==> src/rtl/dmem_ctrl_pkg.sv <==
// Shared RV32I data-memory definitions: access-size codes, controller
// FSM state type and the alignment rule used to reject bad accesses.
package dmem_ctrl_pkg;

    localparam int MEMORY_MODE_WIDTH = 2;

    localparam logic [MEMORY_MODE_WIDTH-1:0] MODE_BYTE = 2'b00;
    localparam logic [MEMORY_MODE_WIDTH-1:0] MODE_HALF = 2'b01;
    localparam logic [MEMORY_MODE_WIDTH-1:0] MODE_WORD = 2'b10;
    // 2'b11 is reserved and always rejected as misaligned.

    typedef enum logic [1:0] {
        ST_IDLE   = 2'b00,
        ST_REQ    = 2'b01,
        ST_WAIT_R = 2'b10,
        ST_DONE   = 2'b11
    } dmem_state_e;

    // True when the access cannot be issued: halfword on an odd address,
    // word not on a 4-byte boundary, or an unknown size code.
    function automatic logic is_misaligned(
        input logic [MEMORY_MODE_WIDTH-1:0] mode,
        input logic [1:0]                   off
    );
        logic bad;
        bad = 1'b0;
        case (mode)
            MODE_BYTE: bad = 1'b0;
            MODE_HALF: bad = off[0];
            MODE_WORD: bad = (off != 2'b00);
            default:   bad = 1'b1;
        endcase
        return bad;
    endfunction

endpackage

==> src/rtl/dmem_ctrl_align.sv <==
// Byte-lane steering for stores and extract/extend for loads.
// Purely combinational; the controller registers whatever it needs.
module dmem_align
    import dmem_ctrl_pkg::*;
(
    input  logic [MEMORY_MODE_WIDTH-1:0] i_st_mode,
    input  logic [1:0]                   i_st_off,
    input  logic [31:0]                  i_st_wdata,
    output logic [3:0]                   o_be,
    output logic [31:0]                  o_lane_wdata,
    input  logic [MEMORY_MODE_WIDTH-1:0] i_ld_mode,
    input  logic [1:0]                   i_ld_off,
    input  logic                         i_ld_unsigned,
    input  logic [31:0]                  i_ld_word,
    output logic [31:0]                  o_ld_data
);

    logic [15:0] w_shifted;

    // Store side: byte enables from size/offset, data replicated on every lane.
    always_comb begin
        o_be         = 4'b0000;
        o_lane_wdata = 32'h0000_0000;
        case (i_st_mode)
            MODE_BYTE: begin
                o_be         = 4'b0001 << i_st_off;
                o_lane_wdata = {4{i_st_wdata[7:0]}};
            end
            MODE_HALF: begin
                o_be         = 4'b0011 << {i_st_off[1], 1'b0};
                o_lane_wdata = {2{i_st_wdata[15:0]}};
            end
            MODE_WORD: begin
                o_be         = 4'b1111;
                o_lane_wdata = i_st_wdata;
            end
            default: begin
                o_be         = 4'b0000;
                o_lane_wdata = 32'h0000_0000;
            end
        endcase
    end

    // Load side: move the addressed byte/half to bit 0, then sign/zero extend.
    always_comb begin
        w_shifted = 16'(i_ld_word >> {i_ld_off, 3'b000});
        o_ld_data = 32'h0000_0000;
        case (i_ld_mode)
            MODE_BYTE: begin
                if (i_ld_unsigned) begin
                    o_ld_data = {24'h00_0000, w_shifted[7:0]};
                end else begin
                    o_ld_data = {{24{w_shifted[7]}}, w_shifted[7:0]};
                end
            end
            MODE_HALF: begin
                if (i_ld_unsigned) begin
                    o_ld_data = {16'h0000, w_shifted};
                end else begin
                    o_ld_data = {{16{w_shifted[15]}}, w_shifted};
                end
            end
            MODE_WORD: o_ld_data = i_ld_word;
            default:   o_ld_data = 32'h0000_0000;
        endcase
    end

endmodule

==> src/rtl/dmem_ctrl.sv <==
// MEM-stage data memory controller: turns load/store requests into a
// req/gnt/rvalid bus transaction, stalling the pipeline until it completes,
// with misalignment rejection and a grant/read-data timeout.
module dmem_ctrl
    import dmem_ctrl_pkg::*;
#(
    parameter int TIMEOUT = 255
) (
    input  logic                         clk,
    input  logic                         rst,
    input  logic                         mem_read,
    input  logic                         mem_write,
    input  logic [MEMORY_MODE_WIDTH-1:0] mem_mode,
    input  logic                         mem_unsigned,
    input  logic [31:0]                  addr,
    input  logic [31:0]                  wdata,
    output logic [31:0]                  rdata,
    output logic                         stall,
    output logic                         misaligned_err,
    output logic                         bus_err,
    output logic                         bus_req,
    output logic                         bus_we,
    output logic [31:0]                  bus_addr,
    output logic [3:0]                   bus_be,
    output logic [31:0]                  bus_wdata,
    input  logic                         bus_gnt,
    input  logic                         bus_rvalid,
    input  logic [31:0]                  bus_rdata
);

    // Counter only needs to reach TIMEOUT-1: that is the last cycle waited.
    localparam int CNT_W = (TIMEOUT < 2) ? 1 : $clog2(TIMEOUT);
    localparam logic [CNT_W-1:0] CNT_LAST = CNT_W'(TIMEOUT - 1);

    dmem_state_e                  r_state;
    logic [CNT_W-1:0]             r_cnt;
    logic [31:0]                  r_rdata;
    logic                         r_bus_err;
    logic                         r_bus_req;
    logic                         r_bus_we;
    logic [31:0]                  r_bus_addr;
    logic [3:0]                   r_bus_be;
    logic [31:0]                  r_bus_wdata;
    logic [MEMORY_MODE_WIDTH-1:0] r_mode;
    logic [1:0]                   r_off;
    logic                         r_uns;

    logic                         w_access;
    logic                         w_misaligned;
    logic                         w_start;
    logic [3:0]                   w_be;
    logic [31:0]                  w_lane_wdata;
    logic [31:0]                  w_ld_data;

    // A write wins over a simultaneous read, so the request is a store whenever mem_write is set.
    assign w_access     = mem_read | mem_write;
    assign w_misaligned = is_misaligned(mem_mode, addr[1:0]);
    assign w_start      = (r_state == ST_IDLE) && w_access && !w_misaligned;

    // Stall must rise in the same cycle the request appears, so it is decoded from state
    // and the live request; reset forces it low immediately.
    assign stall          = !rst && (w_start || (r_state == ST_REQ) || (r_state == ST_WAIT_R));
    assign misaligned_err = !rst && (r_state == ST_IDLE) && w_access && w_misaligned;

    assign rdata     = r_rdata;
    assign bus_err   = r_bus_err;
    assign bus_req   = r_bus_req;
    assign bus_we    = r_bus_we;
    assign bus_addr  = r_bus_addr;
    assign bus_be    = r_bus_be;
    assign bus_wdata = r_bus_wdata;

    dmem_align u_align (
        .i_st_mode     (mem_mode),
        .i_st_off      (addr[1:0]),
        .i_st_wdata    (wdata),
        .o_be          (w_be),
        .o_lane_wdata  (w_lane_wdata),
        .i_ld_mode     (r_mode),
        .i_ld_off      (r_off),
        .i_ld_unsigned (r_uns),
        .i_ld_word     (bus_rdata),
        .o_ld_data     (w_ld_data)
    );

    // Transaction FSM: latch request, hold bus_req to grant, collect read data, abort on timeout.
    always_ff @(posedge clk or posedge rst) begin
        if (rst) begin
            r_state     <= ST_IDLE;
            r_cnt       <= '0;
            r_rdata     <= 32'h0000_0000;
            r_bus_err   <= 1'b0;
            r_bus_req   <= 1'b0;
            r_bus_we    <= 1'b0;
            r_bus_addr  <= 32'h0000_0000;
            r_bus_be    <= 4'b0000;
            r_bus_wdata <= 32'h0000_0000;
            r_mode      <= MODE_BYTE;
            r_off       <= 2'b00;
            r_uns       <= 1'b0;
        end else begin
            r_bus_err <= 1'b0;
            case (r_state)
                ST_IDLE: begin
                    if (w_start) begin
                        r_state     <= ST_REQ;
                        r_cnt       <= '0;
                        r_bus_req   <= 1'b1;
                        r_bus_we    <= mem_write;
                        r_bus_addr  <= {addr[31:2], 2'b00};
                        r_bus_be    <= w_be;
                        r_bus_wdata <= w_lane_wdata;
                        r_mode      <= mem_mode;
                        r_off       <= addr[1:0];
                        r_uns       <= mem_unsigned;
                    end else begin
                        r_state <= ST_IDLE;
                    end
                end
                ST_REQ: begin
                    if (bus_gnt) begin
                        r_bus_req <= 1'b0;
                        r_cnt     <= '0;
                        r_state   <= r_bus_we ? ST_DONE : ST_WAIT_R;
                    end else if (r_cnt == CNT_LAST) begin
                        r_bus_req <= 1'b0;
                        r_bus_err <= 1'b1;
                        if (!r_bus_we) begin
                            r_rdata <= 32'h0000_0000;
                        end else begin
                            r_rdata <= r_rdata;
                        end
                        r_state <= ST_DONE;
                    end else begin
                        r_cnt <= r_cnt + 1'b1;
                    end
                end
                ST_WAIT_R: begin
                    if (bus_rvalid) begin
                        r_rdata <= w_ld_data;
                        r_state <= ST_DONE;
                    end else if (r_cnt == CNT_LAST) begin
                        r_rdata   <= 32'h0000_0000;
                        r_bus_err <= 1'b1;
                        r_state   <= ST_DONE;
                    end else begin
                        r_cnt <= r_cnt + 1'b1;
                    end
                end
                ST_DONE: begin
                    r_state <= ST_IDLE;
                end
                default: begin
                    r_state <= ST_IDLE;
                end
            endcase
        end
    end

endmodule

==> config.mk <==
export PLATFORM = sky130hd
export DESIGN_NAME = dmem_ctrl
export DESIGN_NICKNAME = d
export VERILOG_FILES = /design/src/rtl/dmem_ctrl_pkg.sv /design/src/rtl/dmem_ctrl_align.sv /design/src/rtl/dmem_ctrl.sv
export SDC_FILE = /design/constraint.sdc
export NUM_CORES = 1
export LEC_CHECK = 0
export CORE_MARGIN = 4
export CORE_UTILIZATION = 64
export CTS_CLUSTER_SIZE = 14
export DETAILED_ROUTE_END_ITERATION = 6
export DONT_BUFFER_PORTS = 1
export PLACE_DENSITY_LB_ADDON = 0.3
export REMOVE_ABC_BUFFERS = 1
export SYNTH_ARGS = -nofsm -noshare
export SYNTH_HDL_FRONTEND = slang
export SYNTH_SLANG_ARGS = --single-unit
==> constraint.sdc <==
create_clock -name clk -period 4.12 [get_ports clk]
set_input_delay 0.412 -clock clk [delete_from_list [all_inputs] [get_ports clk]]
set_output_delay 0.412 -clock clk [all_outputs]
set_load 0.05 [all_outputs]
==> results of run 1 <==
## worst max-delay path by stage
stage | from | endpoint | slack, ns | cells past startpoint
2_1_floorplan | mem_mode[0] | stall | 0.46 | 3
3_3_place_gp | r_state[0]$_DFF_PP0_ | r_cnt[0]$_DFFE_PP0P_ | 1.85 | 7
3_5_place_dp | r_state[0]$_DFF_PP0_ | r_cnt[0]$_DFFE_PP0P_ | 1.76 | 7
4_1_cts | r_state[0]$_DFF_PP0_ | stall | 1.40 | 6
5_1_grt | r_state[0]$_DFF_PP0_ | stall | 1.23 | 6
6_report | r_state[0]$_DFF_PP0_ | stall | 1.39 | 6
## flip-flops by register name, indices dropped and copies added, names as in the netlist
| name | count |
|---|---|
| r_uns | 1 |
| bus_be | 4 |
| bus_wdata | 32 |
| r_mode | 2 |
| r_cnt | 8 |
| rdata | 32 |
| bus_err | 1 |
| bus_we | 1 |
| r_state | 2 |
| bus_req | 1 |
| r_off | 2 |
| bus_addr | 30 |
## per-layer routing
metal / part of all wire (%) / vias up / GRT usage, %
li1: - / 2252 / -
met2: 51 / 306 / 50.46
met1: 36 / 2340 / 36.04
met5: 0 / - / 0
met4: 2.5 / 0 / 10.83
met3: 10 / 39 / 11.24
## area by class of cell
| class | count | area (um^2) |
|---|---|---|
| Inverter | 17 | 66.31 |
| Clock buffer | 20 | 445.4 |
| Sequential cell | 116 | 2903 |
| Fill cell | 571 | 2034 |
| Multi-Input combinational cell | 453 | 2736 |
| Clock inverter | 12 | 202.7 |
| Tap cell | 108 | 135.1 |
| Timing Repair Buffer | 39 | 367.9 |
## metrics by stage
stage	utilization [%]	setup slack (ns)	hold WS, ns
floorplan	-	0.4599	0.4969
global placement	66.45	1.847	0.4501
detailed placement	66.45	1.755	0.4623
CTS	77.01	1.399	0.0003583
global route	77.12	1.225	0.003465
finish	77.12	1.391	0.01162
## placed cells by master, fill, tap and decap left out, types with 2 or more instances in the layout
| master | netlist | layout |
|---|---|---|
| nand2_1 | 169 | 169 |
| dfrtp_1 | 116 | 116 |
| a21oi_1 | 38 | 38 |
| dlygate4sd3_1 | 0 | 30 |
| o21ai_1 | 28 | 28 |
| nor2_1 | 22 | 22 |
| o2bb2ai_1 | 19 | 19 |
| o21ai_0 | 19 | 19 |
| mux2i_1 | 17 | 17 |
| inv_1 | 17 | 16 |
| a32oi_1 | 16 | 16 |
| clkbuf_16 | 0 | 16 |
| nor2b_1 | 15 | 15 |
| mux2_1 | 13 | 13 |
| a22oi_1 | 9 | 9 |
| buf_4 | 5 | 9 |
| o211ai_1 | 8 | 8 |
| a32o_1 | 7 | 7 |
| ha_1 | 6 | 6 |
| a211oi_1 | 5 | 5 |
| o22a_1 | 5 | 5 |
| a31oi_1 | 5 | 5 |
| bufinv_16 | 0 | 5 |
| clkinv_4 | 0 | 4 |
| a41oi_1 | 3 | 3 |
| mux2_2 | 3 | 3 |
| clkbuf_8 | 1 | 3 |
| nor3_2 | 2 | 2 |
| o21ai_2 | 2 | 2 |
| and3_1 | 2 | 2 |
| nor4b_1 | 2 | 2 |
| a21o_1 | 2 | 2 |
| nor4_1 | 3 | 2 |
| nand3_1 | 2 | 2 |
| conb_1 | 1 | 2 |
| clkinv_2 | 0 | 2 |
## power breakdown
group	internal, uW	total (uW)	switching [uW]
Sequential	1560	3500	1940
Clock	1080	1620	538
Combinational	615	1530	911
## cell families (layout without fill, tap and decap cells)
| logic type | Yosys count | after routing | share of synthesized area, % |
|---|---|---|---|
| other cells | 1 | 2 | 0.06296 |
| simple gates | 228 | 228 | 16.53 |
| fa+ha+maj | 6 | 6 | 1.260 |
| mux | 34 | 34 | 6.260 |
| xor+xnor | 2 | 2 | 0.2942 |
| flops | 116 | 116 | 48.74 |
| buf+inv | 65 | 88 | 5.609 |
| compound gates | 181 | 181 | 21.24 |
## repair_timing
action	CTS	global route
endpoints found under the setup margin	0	0
gates resized for setup	0	0
hold buffers	29	1
hold endpoints to repair	69	1
==> qor.csv, run 1 <==
metric,value,unit
postCtsSetupRepairBufs,0,
setup_viol,0,
hold_viol,0,
max_stage_delay,0.42,ns
grt_max_degree,76,
crit_type,flip-flop to primary output,
antenna_found_initial,0,
start_util,66.99,%
design_area,6857,um^2
layout-drive-gt1-share,8.980,%
finalCritPeriodShare,66.23,%
grt-ovfl-total,0,
io_buffers,0,
root_buffer,clkbuf_8,
hold_path_depth,2,
stdcell_count,765,
synth_ff_type,dfrtp_1,
hp-start,addr[23],
reg2reg_from,r_mode[0]$_DFFE_PP0P_,
crit_path_end_kind,primary output,
relSlewSlack,15.96,%
dp_hpwl,10650,um
fin_skew,0.009087,ns
worstPathRequired,3.71,ns
p_leak,0.003155,uW
synth_commonest_cells,"169 x nand2_1, 116 x dfrtp_1, 38 x a21oi_1, 28 x o21ai_1, 22 x nor2_1",
nNetsFinal,755,
dieWidth,104.5,um
first_pass_iters,5,
finalPower,6642,uW
chipHeight,104.5,um
grt_use_total,30.32,%
status,finished clean,
clock_path_buffers,2,
synth_most_common_cell,nand2_1,
clk_pin_slew_worst_paths,0.06,ns
post-route-min-period,2.729,ns
core_area,8891,um^2
grt_first_pass_wirelength,26440,um
wl_per_cell,21.38,um
synth_top_area_share,48.74,%
synth_edf_count,0,
worstMarginPinSlew,1.261,ns
grt_pass1_vias,5039,
area_growth_syn_to_layout,15.13,%
clkSinkCount,116,
start_kind,flip-flop,
rsz0062_at_grt,no,
power.density,968.8,nW/um^2
wirelength,16360,um
yosysWarnings,0,
cp_num_buf_inv,2,
synthTopCellsByArea,"dfrtp_1 49%, nand2_1 11%, a21oi_1 3.2%",
ys_ff_latch,116,
avgSynthCellArea,9.409,um^2
ir_drop,0.6077,mV
netlist_area,5956,um^2
final-max-slew-violation-count,0,
num_vias,4937,
antennaDiodeCount,0,
min_to,bus_addr[23]$_DFFE_PP0P_,
yosysUniqueCellTypes,65,
routabilityCongestion,0.8665,
die-area,10910,um^2
r2r_end,rdata[20]$_DFFE_PP0P_,
worstSkewPairLatency,0.52,ns
crit_fanout,40,
path_cells,"inv_1, ha_1, o21ai_2, o21bai_4, a21oi_1, buf_4",
placed_area,5908,um^2
async_flop_share,100.0,%
fin_tns_setup,0,ns
max_clock_freq,0.3665,GHz
cap_violations,0,
ff2ff_path_depth,4,
rrSetupSlack,1.68,ns
cp_slowest_cell,o21bai_4,
drtIter0Drc,425,
synthCells,633,
yosys.area.top_type,dfrtp_1,
drtAntennaViolNets,0,
synth-seq-area-share,48.74,%
rows,34,
drc,0,
dp.cells,703,
vias_per_cell,6.454,
critical-path-top-delay-family,compound AO/OA/AOI/OAI gates,
cp.arrival,2.32,ns
h-tree-depth,4,
hold_path.class,input pin to flip-flop,
ios,210,
cts_buffers,17,
cts_tree,yes,
Note: power is estimated with default switching activity, not from simulation.
==> run 2: changes to the inputs <==
clock period = 2.65 ns   (was 4.12 ns; I/O delays follow)
==> qor.csv, run 2 (synthesis gave the netlist of run 1 again) <==
metric,value,unit
first_pass_iters,6,
p_sw,5538,uW
fill_cells,440,
final_util,84.08,%
grt_max_degree,88,
seq_area,2903,um^2
clkSinkCount,116,
post-route-min-period,2.460,ns
root_buffer,clkbuf_8,
drc,0,
h-tree-depth,4,
area_growth_syn_to_layout,25.53,%
nNetsFinal,818,
worstPathRequired,2.38,ns
die-area,10910,um^2
dieWidth,104.5,um
postCtsSetupRepairBufs,0,
path_cells,"inv_1, ha_1, o21ai_2, o21bai_4, a21oi_1, buf_4",
fin_skew,0.006820,ns
max_stage_delay,0.40,ns
status,finished clean,
clk_pin_slew_worst_paths,0.06,ns
rsz0062_at_grt,no,
dp_slack,0.3354,ns
grt_use_total,35.76,%
grt-ovfl-total,0,
hold_path.class,input pin to flip-flop,
core_area,8891,um^2
cap_violations,0,
cts_tree,yes,
rows,34,
multiInputGateArea,2741,um^2
switching_share,52.36,%
antenna_found_initial,0,
start_kind,flip-flop,
clock_path_buffers,2,
fin_ws,0.1903,ns
wl_per_cell,23.53,um
final-max-slew-violation-count,0,
p_leak,0.003413,uW
io_buffers,0,
crit_path_end_kind,primary output,
dp_hpwl,10980,um
ios,210,
design_area,7476,um^2
p_comb_share,25.8,%
worstSkewPairLatency,0.51,ns
wirelength,19510,um
finalCritPeriodShare,92.82,%
relSlewSlack,41.10,%
ir_drop,0.9454,mV
worstMarginPinSlew,0.8835,ns
drtAntennaViolNets,0,
num_vias,5514,
mostFrequentLayoutCells,"169 x nand2_1, 116 x dfrtp_1, 87 x dlygate4sd3_1, 38 x a21oi_1, 28 x o21ai_1",
vias_per_cell,6.651,
cp_slowest_cell,dfrtp_1,
cp.arrival,2.19,ns
crit_type,flip-flop to primary output,
internal_power,5038,uW
grt_pass1_vias,5736,
chipHeight,104.5,um
start_util,66.99,%
cts_buffers,17,
grt_first_pass_wirelength,31130,um
pwr-share-clk,22.8,%
routabilityCongestion,0.8905,
hold_ws,0.01234,ns
layout-drive-gt1-share,9.167,%
hold_viol,0,
cp_num_buf_inv,2,
final_common_cell,nand2_1,
p_seq_share,51.4,%
setup_viol,0,
placed_area,5978,um^2
critical-path-top-delay-family,compound AO/OA/AOI/OAI gates,
max_clock_freq,0.4066,GHz
drtIter0Drc,609,
power.density,1415,nW/um^2
crit_fanout,12,
==> run 2: changes by cell type in the layout (fill, tap and decap cells not counted), sizes merged <==
cell and change:
inv +2, bufinv -1, buf +6, clkbuf -2, diode +1, dlygate4sd3 +57
clkinvlp +1
==> run 2: cell type report <==
cell class / count / share of cell area (%)
inverter: 17 / 0.8870
clock inverter: 14 / 2.695
antenna: 1 / 0.03347
sequential: 116 / 38.83
clock buffer: 18 / 5.590
timing repair buffer: 102 / 13.49
tap: 108 / 1.808
multi-input combinational: 453 / 36.67
==> run 2: through the flow <==
| step | total power [uW] | instances | setup TNS [ns] |
|---|---|---|---|
| 2_1_floorplan | 7044 | 586 | -81.06 |
| 3_3_place_gp | 7699 | 709 | 0 |
| 3_5_place_dp | 7844 | 709 | 0 |
| 4_1_cts | 10350 | 828 | 0 |
| 5_1_grt | 10970 | 828 | 0 |
| 6_report | 10580 | 829 | 0 |
==> run 2: power by group through the flow <==
stage               registers, uW  clock network, uW  logic, uW
floorplan                    5250                  0       1790
global placement             5400                  0       2300
detailed placement           5400                  0       2450
CTS                          5390               2390       2570
global route                 5510               2500       2970
finish                       5440               2410       2730
==> run 2: repair_timing <==
item	4_1_cts	5_1_grt
resized for setup	0	1
hold buffers	87	0
endpoints found under the setup margin	0	1
endpoints found under the hold margin	143	0
==> run 2: path summary, 6_finish.rpt <==
| check | from | to | slack, ns | cells after the start |
|---|---|---|---|---|
| setup / recovery | r_state[0]$_DFF_PP0_ | stall | 0.19 | 6 |
| hold / removal | mem_mode[1] | bus_wdata[11]$_DFFE_PP0P_ | 0.01 | 3 |
| setup reg to reg | r_state[0]$_DFF_PP0_ | r_cnt[0]$_DFFE_PP0P_ | 0.41 | 7 |
| hold reg to reg | r_cnt[1]$_DFFE_PP0P_ | r_cnt[1]$_DFFE_PP0P_ | 0.57 | 1 |
| max in group asynchronous | rst | rdata[12]$_DFFE_PP0P_ | 1.53 | 3 |
| min in group asynchronous | rst | bus_addr[5]$_DFFE_PP0P_ | 0.35 | 2 |
==> run 2: tightest hold or removal path: stages <==
cell and delay (ns):
nor2_1 0.03, a21oi_1 0.11, o21ai_1 0.07
==> run 2: layer usage <==
metal	up-vias	track usage (%)	wire length, um
li1	2381	-	-
met1	2668	40.75	6818
met2	406	61.02	9882
met3	59	12.79	2210
met4	0	14.53	596
met5	-	0	0
